## src/rtl/bus_arb_mux_if.sv

```systemverilog
// Bus bundle for bus_arb_mux: source data/requests and control in,
// registered bus value and ownership status out.
interface bus_arb_mux_if #(
  parameter int WIDTH = 32,
  parameter int NSRC  = 24,
  parameter int SELW  = 5
);
  logic [NSRC*WIDTH-1:0] src_data;
  logic [NSRC-1:0]       src_req;
  logic                  mode;
  logic [SELW-1:0]       sel;
  logic                  sel_valid;
  logic [WIDTH-1:0]      bus_out;
  logic                  bus_valid;
  logic [NSRC-1:0]       grant;
  logic [SELW-1:0]       owner;

  // Side that supplies sources and control and observes the bus
  modport master (
    output src_data, src_req, mode, sel, sel_valid,
    input  bus_out, bus_valid, grant, owner
  );

  // Side implemented by the multiplexer/arbiter
  modport slave (
    input  src_data, src_req, mode, sel, sel_valid,
    output bus_out, bus_valid, grant, owner
  );
endinterface

```

## src/rtl/bus_arb_mux.sv

```systemverilog
// Registered bus multiplexer with two modes: direct select by the control
// unit, or round-robin arbitration with a bounded hold time under contention.
module bus_arb_mux #(
  parameter int WIDTH    = 32,
  parameter int NSRC     = 24,
  parameter int SELW     = 5,
  parameter int MAX_HOLD = 4
) (
  input logic         clk,
  input logic         clr,
  bus_arb_mux_if.slave bus
);

  localparam int HW = $clog2(MAX_HOLD + 1);
  localparam logic [HW-1:0] HOLD_MAX = HW'(MAX_HOLD);

  typedef enum logic {IDLE, OWN} state_t;

  state_t state, state_nxt;
  logic [HW-1:0]   hold_cnt, hold_nxt;
  logic [SELW-1:0] last, last_nxt;

  logic [WIDTH-1:0] bus_out_q, bus_out_nxt;
  logic             bus_valid_q, valid_nxt;
  logic [NSRC-1:0]  grant_q, grant_nxt;
  logic [SELW-1:0]  owner_q, owner_nxt;

  logic [SELW-1:0] drive_idx;
  logic [NSRC-1:0] cand;
  logic            found;
  logic [SELW-1:0] winner;

  // Round-robin search: the current owner is masked out so "found" means
  // some other source wants the bus; the scan starts just after last.
  always_comb begin
    cand   = bus.src_req;
    found  = 1'b0;
    winner = '0;
    if (state == OWN) cand[owner_q] = 1'b0;
    for (int k = 1; k <= NSRC; k++) begin
      if (!found && cand[(int'(last) + k) % NSRC]) begin
        found  = 1'b1;
        winner = SELW'((int'(last) + k) % NSRC);
      end
    end
  end

  // Next-state logic: decides who drives the bus after this edge.
  always_comb begin
    state_nxt = state;
    hold_nxt  = hold_cnt;
    last_nxt  = last;
    valid_nxt = 1'b0;
    drive_idx = '0;
    if (!bus.mode) begin
      state_nxt = IDLE;
      hold_nxt  = '0;
      if (bus.sel_valid && (int'(bus.sel) < NSRC)) begin
        valid_nxt = 1'b1;
        drive_idx = bus.sel;
      end
    end else begin
      case (state)
        IDLE: begin
          if (found) begin
            state_nxt = OWN;
            valid_nxt = 1'b1;
            drive_idx = winner;
            hold_nxt  = HW'(1);
            last_nxt  = winner;
          end
        end
        OWN: begin
          if (bus.src_req[owner_q] && ((hold_cnt < HOLD_MAX) || !found)) begin
            valid_nxt = 1'b1;
            drive_idx = owner_q;
            if (hold_cnt < HOLD_MAX) hold_nxt = hold_cnt + HW'(1);
          end else if (found) begin
            valid_nxt = 1'b1;
            drive_idx = winner;
            hold_nxt  = HW'(1);
            last_nxt  = winner;
          end else begin
            state_nxt = IDLE;
            hold_nxt  = '0;
          end
        end
        default: begin
          state_nxt = IDLE;
          hold_nxt  = '0;
        end
      endcase
    end
  end

  // Output logic: next registered bus value, one-hot grant and owner index.
  always_comb begin
    bus_out_nxt = '0;
    grant_nxt   = '0;
    owner_nxt   = '0;
    if (valid_nxt) begin
      bus_out_nxt          = bus.src_data[int'(drive_idx) * WIDTH +: WIDTH];
      grant_nxt[drive_idx] = 1'b1;
      owner_nxt            = drive_idx;
    end
  end

  // State register: FSM, hold counter, round-robin pointer and bus outputs.
  always_ff @(posedge clk or negedge clr) begin
    if (!clr) begin
      state       <= IDLE;
      hold_cnt    <= '0;
      last        <= SELW'(NSRC - 1);
      bus_out_q   <= '0;
      bus_valid_q <= 1'b0;
      grant_q     <= '0;
      owner_q     <= '0;
    end else begin
      state       <= state_nxt;
      hold_cnt    <= hold_nxt;
      last        <= last_nxt;
      bus_out_q   <= bus_out_nxt;
      bus_valid_q <= valid_nxt;
      grant_q     <= grant_nxt;
      owner_q     <= owner_nxt;
    end
  end

  assign bus.bus_out   = bus_out_q;
  assign bus.bus_valid = bus_valid_q;
  assign bus.grant     = grant_q;
  assign bus.owner     = owner_q;

endmodule

```

## src/flat_wrapper.sv

```systemverilog
// flat-port wrapper written by rule: the top's interface ports become plain ports
module bus_arb_mux_flat 
#(
  parameter int WIDTH    = 32,
  parameter int NSRC     = 24,
  parameter int SELW     = 5,
  parameter int MAX_HOLD = 4
)
  (clk, clr, bus_src_data, bus_src_req, bus_mode, bus_sel, bus_sel_valid, bus_bus_out, bus_bus_valid, bus_grant, bus_owner);
  bus_arb_mux_if #(.WIDTH(WIDTH), .NSRC(NSRC), .SELW(SELW)) bus_i ();
  input logic clk;
  input logic clr;
  input wire logic [$bits(bus_i.src_data)-1:0] bus_src_data;
  input wire logic [$bits(bus_i.src_req)-1:0] bus_src_req;
  input wire logic [$bits(bus_i.mode)-1:0] bus_mode;
  input wire logic [$bits(bus_i.sel)-1:0] bus_sel;
  input wire logic [$bits(bus_i.sel_valid)-1:0] bus_sel_valid;
  output wire logic [$bits(bus_i.bus_out)-1:0] bus_bus_out;
  output wire logic [$bits(bus_i.bus_valid)-1:0] bus_bus_valid;
  output wire logic [$bits(bus_i.grant)-1:0] bus_grant;
  output wire logic [$bits(bus_i.owner)-1:0] bus_owner;
  assign bus_i.src_data = bus_src_data;
  assign bus_i.src_req = bus_src_req;
  assign bus_i.mode = bus_mode;
  assign bus_i.sel = bus_sel;
  assign bus_i.sel_valid = bus_sel_valid;
  assign bus_bus_out = bus_i.bus_out;
  assign bus_bus_valid = bus_i.bus_valid;
  assign bus_grant = bus_i.grant;
  assign bus_owner = bus_i.owner;
  bus_arb_mux #(.WIDTH(WIDTH), .NSRC(NSRC), .SELW(SELW), .MAX_HOLD(MAX_HOLD)) u_core (.clk(clk), .clr(clr), .bus(bus_i));
endmodule
```

## config.mk

```make
export PLATFORM = sky130hd
export DESIGN_NAME = bus_arb_mux_flat
export DESIGN_NICKNAME = d
export VERILOG_FILES = /design/src/rtl/bus_arb_mux_if.sv /design/src/rtl/bus_arb_mux.sv /design/src/flat_wrapper.sv
export SDC_FILE = /design/constraint.sdc
export NUM_CORES = 1
export LEC_CHECK = 0
export BUFFER_PORTS_ARGS = -buffer_cell sky130_fd_sc_hd__buf_2
export CAP_MARGIN = 0
export CORE_AREA = 2 2 334 336
export DETAILED_ROUTE_END_ITERATION = 7
export DIE_AREA = 0 0 336 338
export GPL_TIMING_DRIVEN = 1
export SLEW_MARGIN = 10
export SYNTH_ARGS = -nofsm -noshare
export SYNTH_HDL_FRONTEND = slang
export SYNTH_SLANG_ARGS = --single-unit
```

## constraint.sdc

```tcl
create_clock -name clk -period 7.9 [get_ports clk]
set_input_delay 1.185 -clock clk [delete_from_list [all_inputs] [get_ports clk]]
set_output_delay 1.185 -clock clk [all_outputs]
set_load 0.05 [all_outputs]
```

; ---- After elaboration in Yosys (flattened, before gate mapping)
; Index checks and enable logic that the tools add are counted.
[word_totals]
register_bits = 71
output_inout_bits = 62
input_bits = 801
[classes]
bitwise_logic = 3
shift = 1
add_sub_neg = 25
eq_ne = 3
order_cmp = 30
reduce_logical = 54
mux = 150
div = 24
[ops]
columns = op, count
row1 = < comparator 32 x 7 -> 1 bit (second input constant), 24
row2 = modulo 32 x 6 -> 32 bit (second input constant), 24
row3 = variable part select 768 x 11 -> 32 bit, 1
row4 = 2-to-1 mux 5 bit, 31
row5 = binary-select mux 1 bit (select 5 bit), 25
row6 = 2-to-1 mux 1 bit, 81
row7 = adder 5 x 5 -> 6 bit (second input constant), 9
row8 = adder 5 x 4 -> 6 bit (second input constant), 8
row9 = 2-to-1 mux 24 bit, 2
row10 = 2-to-1 mux 32 bit, 1
row11 = logical AND 1 bit, 27
row12 = adder 5 x 3 -> 6 bit (second input constant), 4
row13 = AND 24 bit, 1
row14 = logical NOT 1 bit, 24
row15 = inverter 24 bit, 1
row16 = case mux 5 bit (2 select lines), 2
row17 = adder 5 x 2 -> 6 bit (second input constant), 2
row18 = < comparator 5 x 6 -> 1 bit (second input constant), 2
row19 = 2-to-1 mux 3 bit, 4
row20 = demux 1 bit (select 5 bit), 2
row21 = greater-or-equal comparator 5 x 1 -> 1 bit (second input constant), 2
row22 = adder 5 x 1 -> 6 bit (second input constant), 1
row23 = case mux 3 bit (2 select lines), 1
row24 = < comparator 5 bit (second input constant), 1
row25 = 9 further kinds, 10

; ---- Logic depth before layout (Yosys ltp)
[depth]
ltp_word = 91
depth_mapped = 30
ltp_nobuf = 24

; ---- Least setup slack after synthesis
; Ideal clock, no wire load.
[synth_timing]
path_kind = reg2reg
start = register u_core.last[3]
end = register u_core.bus_out_q[10], in the netlist u_core.bus.bus_out[10]
path_slack_ps = 1477
arrival_time_ps = 6298
setup_time_ps = 125
stages_incl_launch_ff = 25
synth_period_minus_slack_ps = 6423
path_cell_list = dfrtp_1 -> clkinv_1 -> buf_1 -> ha_1 -> clkbuf_1 -> a21boi_0 -> xnor2_1 -> ha_1 -> or3b_2 -> mux2i_1 -> nor3_1 -> a31oi_1 -> mux2i_1 -> o21ai_1 -> nor3_1 -> nand2_1 -> or4_1 -> a311oi_1 -> o221a_2 -> o21ai_2 -> or3_1 -> buf_2 -> buf_6 -> o221ai_2 -> nor3_1
[synth_via]
elab_chain_cells = 83
elab_cells_between_ends = 227
classes_between = add/sub: 24 / div: 24 / shift: 1 / mux: 129 / reduce/logical: 49
[synth_lines]
columns = item, line_no
row1 = from (decl), bus_arb_mux.sv:21  ; logic [SELW-1:0] last, last_nxt;
row2 = from (signal assigned), bus_arb_mux.sv:113  ; last <= SELW'(NSRC - 1);
row3 = from (signal assigned), bus_arb_mux.sv:121  ; last <= last_nxt;
row4 = adder 5 x 1 -> 6 bit, "bus_arb_mux.sv:41, bus_arb_mux.sv:43"
row5 = modulo 32 x 6 -> 32 bit, "bus_arb_mux.sv:41, bus_arb_mux.sv:43"
row6 = binary-select mux 1 bit (select 5 bit), bus_arb_mux.sv:41  ; if (!found && cand[(int'(last) + k) % NSRC]) begin
row7 = 2-to-1 mux 1 bit (implied by the code) (2 in series), bus_arb_mux.sv:41
row8 = 2-to-1 mux 1 bit, bus_arb_mux.sv:41
row9 = logical NOT 1 bit, bus_arb_mux.sv:41
row10 = logical AND 1 bit, bus_arb_mux.sv:41
row11 = 2-to-1 mux 1 bit, bus_arb_mux.sv:41
row12 = [... 67 more ...], -
row13 = logical OR 1 bit, bus_arb_mux.sv:74  ; if (bus.src_req[owner_q] && ((hold_cnt < HOLD_MAX) || !found)) begin
row14 = logical AND 1 bit, bus_arb_mux.sv:74
row15 = 2-to-1 mux 5 bit, bus_arb_mux.sv:74
row16 = case mux 5 bit (2 select lines), bus_arb_mux.sv:63  ; case (state)
row17 = 2-to-1 mux 5 bit, bus_arb_mux.sv:55  ; if (!bus.mode) begin
row18 = variable part select 768 x 11 -> 32 bit, bus_arb_mux.sv:102  ; bus_out_nxt = bus.src_data[int'(drive_idx) * WIDTH +: WIDTH];
row19 = 2-to-1 mux 32 bit (*), bus_arb_mux.sv:101  ; if (valid_nxt) begin
row20 = net u_core.bus_out_nxt[10], bus_arb_mux.sv:23  ; logic [WIDTH-1:0] bus_out_q, bus_out_nxt;
row21 = to (signal assigned), bus_arb_mux.sv:122  ; bus_out_q <= bus_out_nxt;
row22 = to (decl), bus_arb_mux.sv:23
; Mark *: on every way through the listed nets, which the timed path passes. The rest lies on a longest branch. The select of a mux whose other input is x is not followed.
; A chain may end at the register's enable or synchronous reset.

; ---- Final worst setup path
[layout_timing]
start = register u_core.owner_q[0], in the netlist u_core.bus.owner[0]
end = register u_core.bus_out_q[30], in the netlist u_core.bus.bus_out[30]
[layout_via]
elab_chain_cells = 88
elab_cells_between_ends = 189
classes_between = order compare: 2 / shift: 1 / mux: 134 / bitwise: 2 / reduce/logical: 50
[layout_lines]
columns = item, line_no
row1 = from (decl), bus_arb_mux.sv:26  ; logic [SELW-1:0] owner_q, owner_nxt;
row2 = from (signal assigned), bus_arb_mux.sv:125  ; owner_q <= owner_nxt;
row3 = < comparator 5 x 6 -> 1 bit (implied by the code) / greater-or-equal comparator 5 x 1 -> 1 bit (equally long branches), bus_arb_mux.sv:39  ; if (state == OWN) cand[owner_q] = 1'b0;
row4 = logical AND 1 bit (implied by the code), bus_arb_mux.sv:39
row5 = 2-to-1 mux 1 bit (implied by the code), bus_arb_mux.sv:39
row6 = demux 1 bit (select 5 bit), -
row7 = inverter 24 bit (no source line), -
row8 = AND 24 bit (no source line), -
row9 = 2-to-1 mux 24 bit, bus_arb_mux.sv:39
row10 = binary-select mux 1 bit (select 5 bit), bus_arb_mux.sv:41
row11 = [... 73 more ...], -
row12 = logical OR 1 bit, bus_arb_mux.sv:74
row13 = logical AND 1 bit, bus_arb_mux.sv:74
row14 = 2-to-1 mux 5 bit, bus_arb_mux.sv:74
row15 = case mux 5 bit (2 select lines), bus_arb_mux.sv:63
row16 = 2-to-1 mux 5 bit, bus_arb_mux.sv:55
row17 = variable part select 768 x 11 -> 32 bit, bus_arb_mux.sv:102
row18 = 2-to-1 mux 32 bit (*), bus_arb_mux.sv:101
row19 = net u_core.bus_out_nxt[30], bus_arb_mux.sv:23
; Marked as above.

==> results by group <==
STA
  • Slew headroom: 0.193
  • # setup viols final: 0
  • RSZ-0062 raised after global routing: false
  • Slew @ Worst Pin: 1.18 ns
  • Min Tclk post-route: 7.50 ns
  • Final period util: 0.950
  • Final Skew: 0.0195 ns
  • Setup Total Neg Slack: 0 ns
  • Hold Vio Cnt, Final: 0
  • Fin. max-slew vios: 0
  • FMAX: between 100 and 150 MHz

Yosys
  • Synth Area in Simple Gates: 0.178
  • Number of synthesized flops with an enable pin: 0
  • Unique masters post-synth: ~100
  • Sequential share of the synthesized area: 0.102
  • Largest area contributor in the synthesized netlist: mux2i_1
  • Ys flop type: dfrtp_1
  • Syn nets: approximately 3k
  • Xor and xnor area share after synthesis: 0.0204
  • Post-synth ARST share: 1.00
  • Post-synthesis mux area share: 0.375
  • Mapped cell area: 17,400 sq um
  • Synth Warn #: 0
  • Compound-cell area share of the yosys netlist: 0.227
  • Dominant cells by area after synthesis: mux2i_1, dfrtp_1, mux4_2
  • Largest family of logic cells by synthesized area: multiplexers
  • Gate Count Post-Synth: 2,140
  • Register bit total from synthesis: approximately 70
  • Synth Area per Inst: between 8 and 9 sq um
  • Post-Synth Adder-Cell Area: 0.0345
  • Synth top area share: 0.332

Worst setup path
  • Worst r2r src: u_core.bus.owner[0]
  • CP startpoint: u_core.bus.owner[0]
  • Critical path class: flip-flop to flip-flop
  • CP Data Arrival Time: approximately 7.8 ns
  • Reg-to-reg slack, setup: just under 0.4 ns
  • Worst-path maximum fanout: 12
  • Startpoint Class: flip-flop
  • CP Capture Type: flip-flop
  • Reg2reg path depth: 20
  • Critical Path RT: just over 8 ns

Routing
  • Wire length per cell: between 20 and 30 um
  • Vias: ~24k
  • DRT Pass-1 Iters: 6
  • Number of DRC markers in iteration 0: roughly 2.3k
  • Drt drc: 0
  • Vias per inst: around 4.9
  • Final ANT Viol Nets: 0
  • Aggregate routed wire length: around 140,000 um

Placed design
  • I/O Buffers: 862
  • Final Wtd Congestion: 1.03
  • Hpwl dp: 119,000 um

Min path
  • Worst hold path type: flip-flop to flip-flop
  • Hold path cells: 2
  • Hold Path Origin: u_core.hold_cnt[1]

Clock tree
  • Clock sink count: 71
  • CTS tree: done
  • Root Buffer: clkbuf_16
  • Max Root-Sink Buffers: 2
  • Total CTS buffers: 9
  • Cts repair resizes: 0
  • H-tree levels: 3
  • Hold-fix buffers, CTS: 0
  • Clock latency on the worst-skew pair: between 0.4 and 0.5 ns
  • CTS clk-pin slew, worst paths: roughly 0.08 ns
  • # Post-CTS Setup Buffers: 0

Floorplanning
  • Die width: around 340 um
  • Die H: between 300 and 400 um
  • IO Pins: 863
  • Initial Utilization: 0.158
  • Core box area: around 110,000 sq um
  • Num rows: ~120
  • Die Area: between 100,000 and 150,000 sq um

GRT
  • GRT Total Usage: 0.228
  • First-pass GRT wire length: 177,000 um
  • Initial antenna violation count: 113
  • GRT Residual Overflow: 0
  • Met1 usage: 0.278
  • Vias in the first global route: between 20k and 25k
  • Most Crowded Layer GR: met2
  • Pin count of the biggest net entering global routing: between 60 and 70
  • Met2 usage: 0.354
  • M3 GR Usage: 0.0961

Run status
  • Outcome: complete, no violations

Cells and area
  • # nets final: 4,111
  • Share of cells above drive strength 1: 0.434
  • Synthesis-to-layout area growth: 53.7%

Flow run
  • Max_cap viols: 0
cell usage in the layout (no fill, tap or decap), drive strengths merged, types with 10 or more instances in the layout:
cell type / netlist / layout
o21ai: 111 / 111
o211ai: 35 / 35
buf: 103 / 1290
xnor2: 30 / 30
and2: 12 / 12
o221ai: 42 / 42
nand3b: 11 / 11
a21oi: 79 / 79
nand2: 98 / 98
o22ai: 62 / 62
nor2b: 26 / 26
nor3: 61 / 61
nor2: 122 / 122
mux4: 28 / 28
a32oi: 39 / 39
diode: 0 / 40
ha: 48 / 48
nand4: 18 / 18
inv: 53 / 54
dfrtp: 67 / 67
and3: 12 / 12
nand3: 104 / 104
or3: 15 / 15
nand2b: 36 / 36
a31oi: 18 / 18
o21a: 11 / 11
a21o: 16 / 16
mux2: 10 / 10
nor4: 14 / 14
mux2i: 578 / 578
metal layers:
metal | share of wire | up-vias
met5 | 0.0029 | -
met2 | 0.44 | 1308
met3 | 0.12 | 257
met1 | 0.40 | 11385
li1 | - | 10620
met4 | 0.046 | 66
per-stage QoR:
step           instance area [sq um]   util  setup slack, ns  hold WS (ns)  std cells
6_report                       26800  0.243            0.397         0.574       4795
3_3_place_gp                   26400  0.240            0.752         0.555       4739
4_1_cts                        26700  0.242            0.562         0.574       4755
3_5_place_dp                   26400  0.240            0.617         0.564       4739
5_1_grt                        26700  0.243            0.125         0.603       4775
2_1_floorplan                  17400      -             1.48         0.527       2140
area by class of cell:
class	count	area, sq um
Multi-Input combinational cell	1835	14600
Sequential cell	71	1780
Fill cell	12289	83300
Clock inverter	7	96.3
Tap cell	1488	1860
Inverter	55	206
Antenna cell	40	100
Clock buffer	9	225
Timing Repair Buffer	1290	7920
critical path, stage by stage (launching register included):
cell and delay (ns):
dfrtp_1 0.91, nand2b_1 0.52, o21ai_0 0.26, mux4_2 0.57, mux2i_1 0.57, nand2_1 0.16
a21oi_1 0.78, nor4_4 0.09, buf_4 0.19, nand3_2 0.09, buf_4 0.17, nor2_1 0.08
a2111oi_0 1.03, o211ai_4 0.14, buf_12 0.23, buf_4 0.18, mux2i_1 0.57, mux2i_1 0.21
a32oi_1 0.31, buf_4 0.19, a211oi_1 0.07
cell usage after synthesis, types with 30 or more instances:
master and count:
mux2i_1 578, nor2_1 121, nand3_1 103, o21ai_0 101, nand2_1 97, a21oi_1 79
clkbuf_1 71, dfrtp_1 67, o22ai_1 62, nor3_1 59, buf_2 58, inv_1 49
ha_1 48, a32oi_1 39, nand2b_1 36, o211ai_1 34, xnor2_1 30
path summary, 6_finish.rpt:
path                                           to
max in group asynchronous  u_core.bus.bus_out[21]
min in group asynchronous    u_core.bus.grant[14]
hold reg to reg                u_core.hold_cnt[1]
setup / recovery           u_core.bus.bus_out[30]
setup reg to reg           u_core.bus.bus_out[30]
hold / removal                 u_core.hold_cnt[1]
kinds of logic (layout without fill, tap and decap cells):
kind of cell             after synthesis  in the layout
AO/OA/AOI/OAI                        548            548
multiplexers                         616            616
buffers and inverters                234           1361
AND/OR/NAND/NOR                      584            584
adder cells (fa/ha/maj)               48             48
XOR/XNOR                              39             39
flip-flops                            71             71
other                                  0             40
registers in the layout, summed over array words and instances (netlist names):
name	flops
u_core.bus.bus_out	32
u_core.bus.bus_valid	1
u_core.bus.grant	24
u_core.bus.owner	5
u_core.hold_cnt	3
u_core.last	5
u_core.state	1
Power is not shown: default switching activity piles up to over one toggle a cycle in this logic, so the estimate is an artifact.
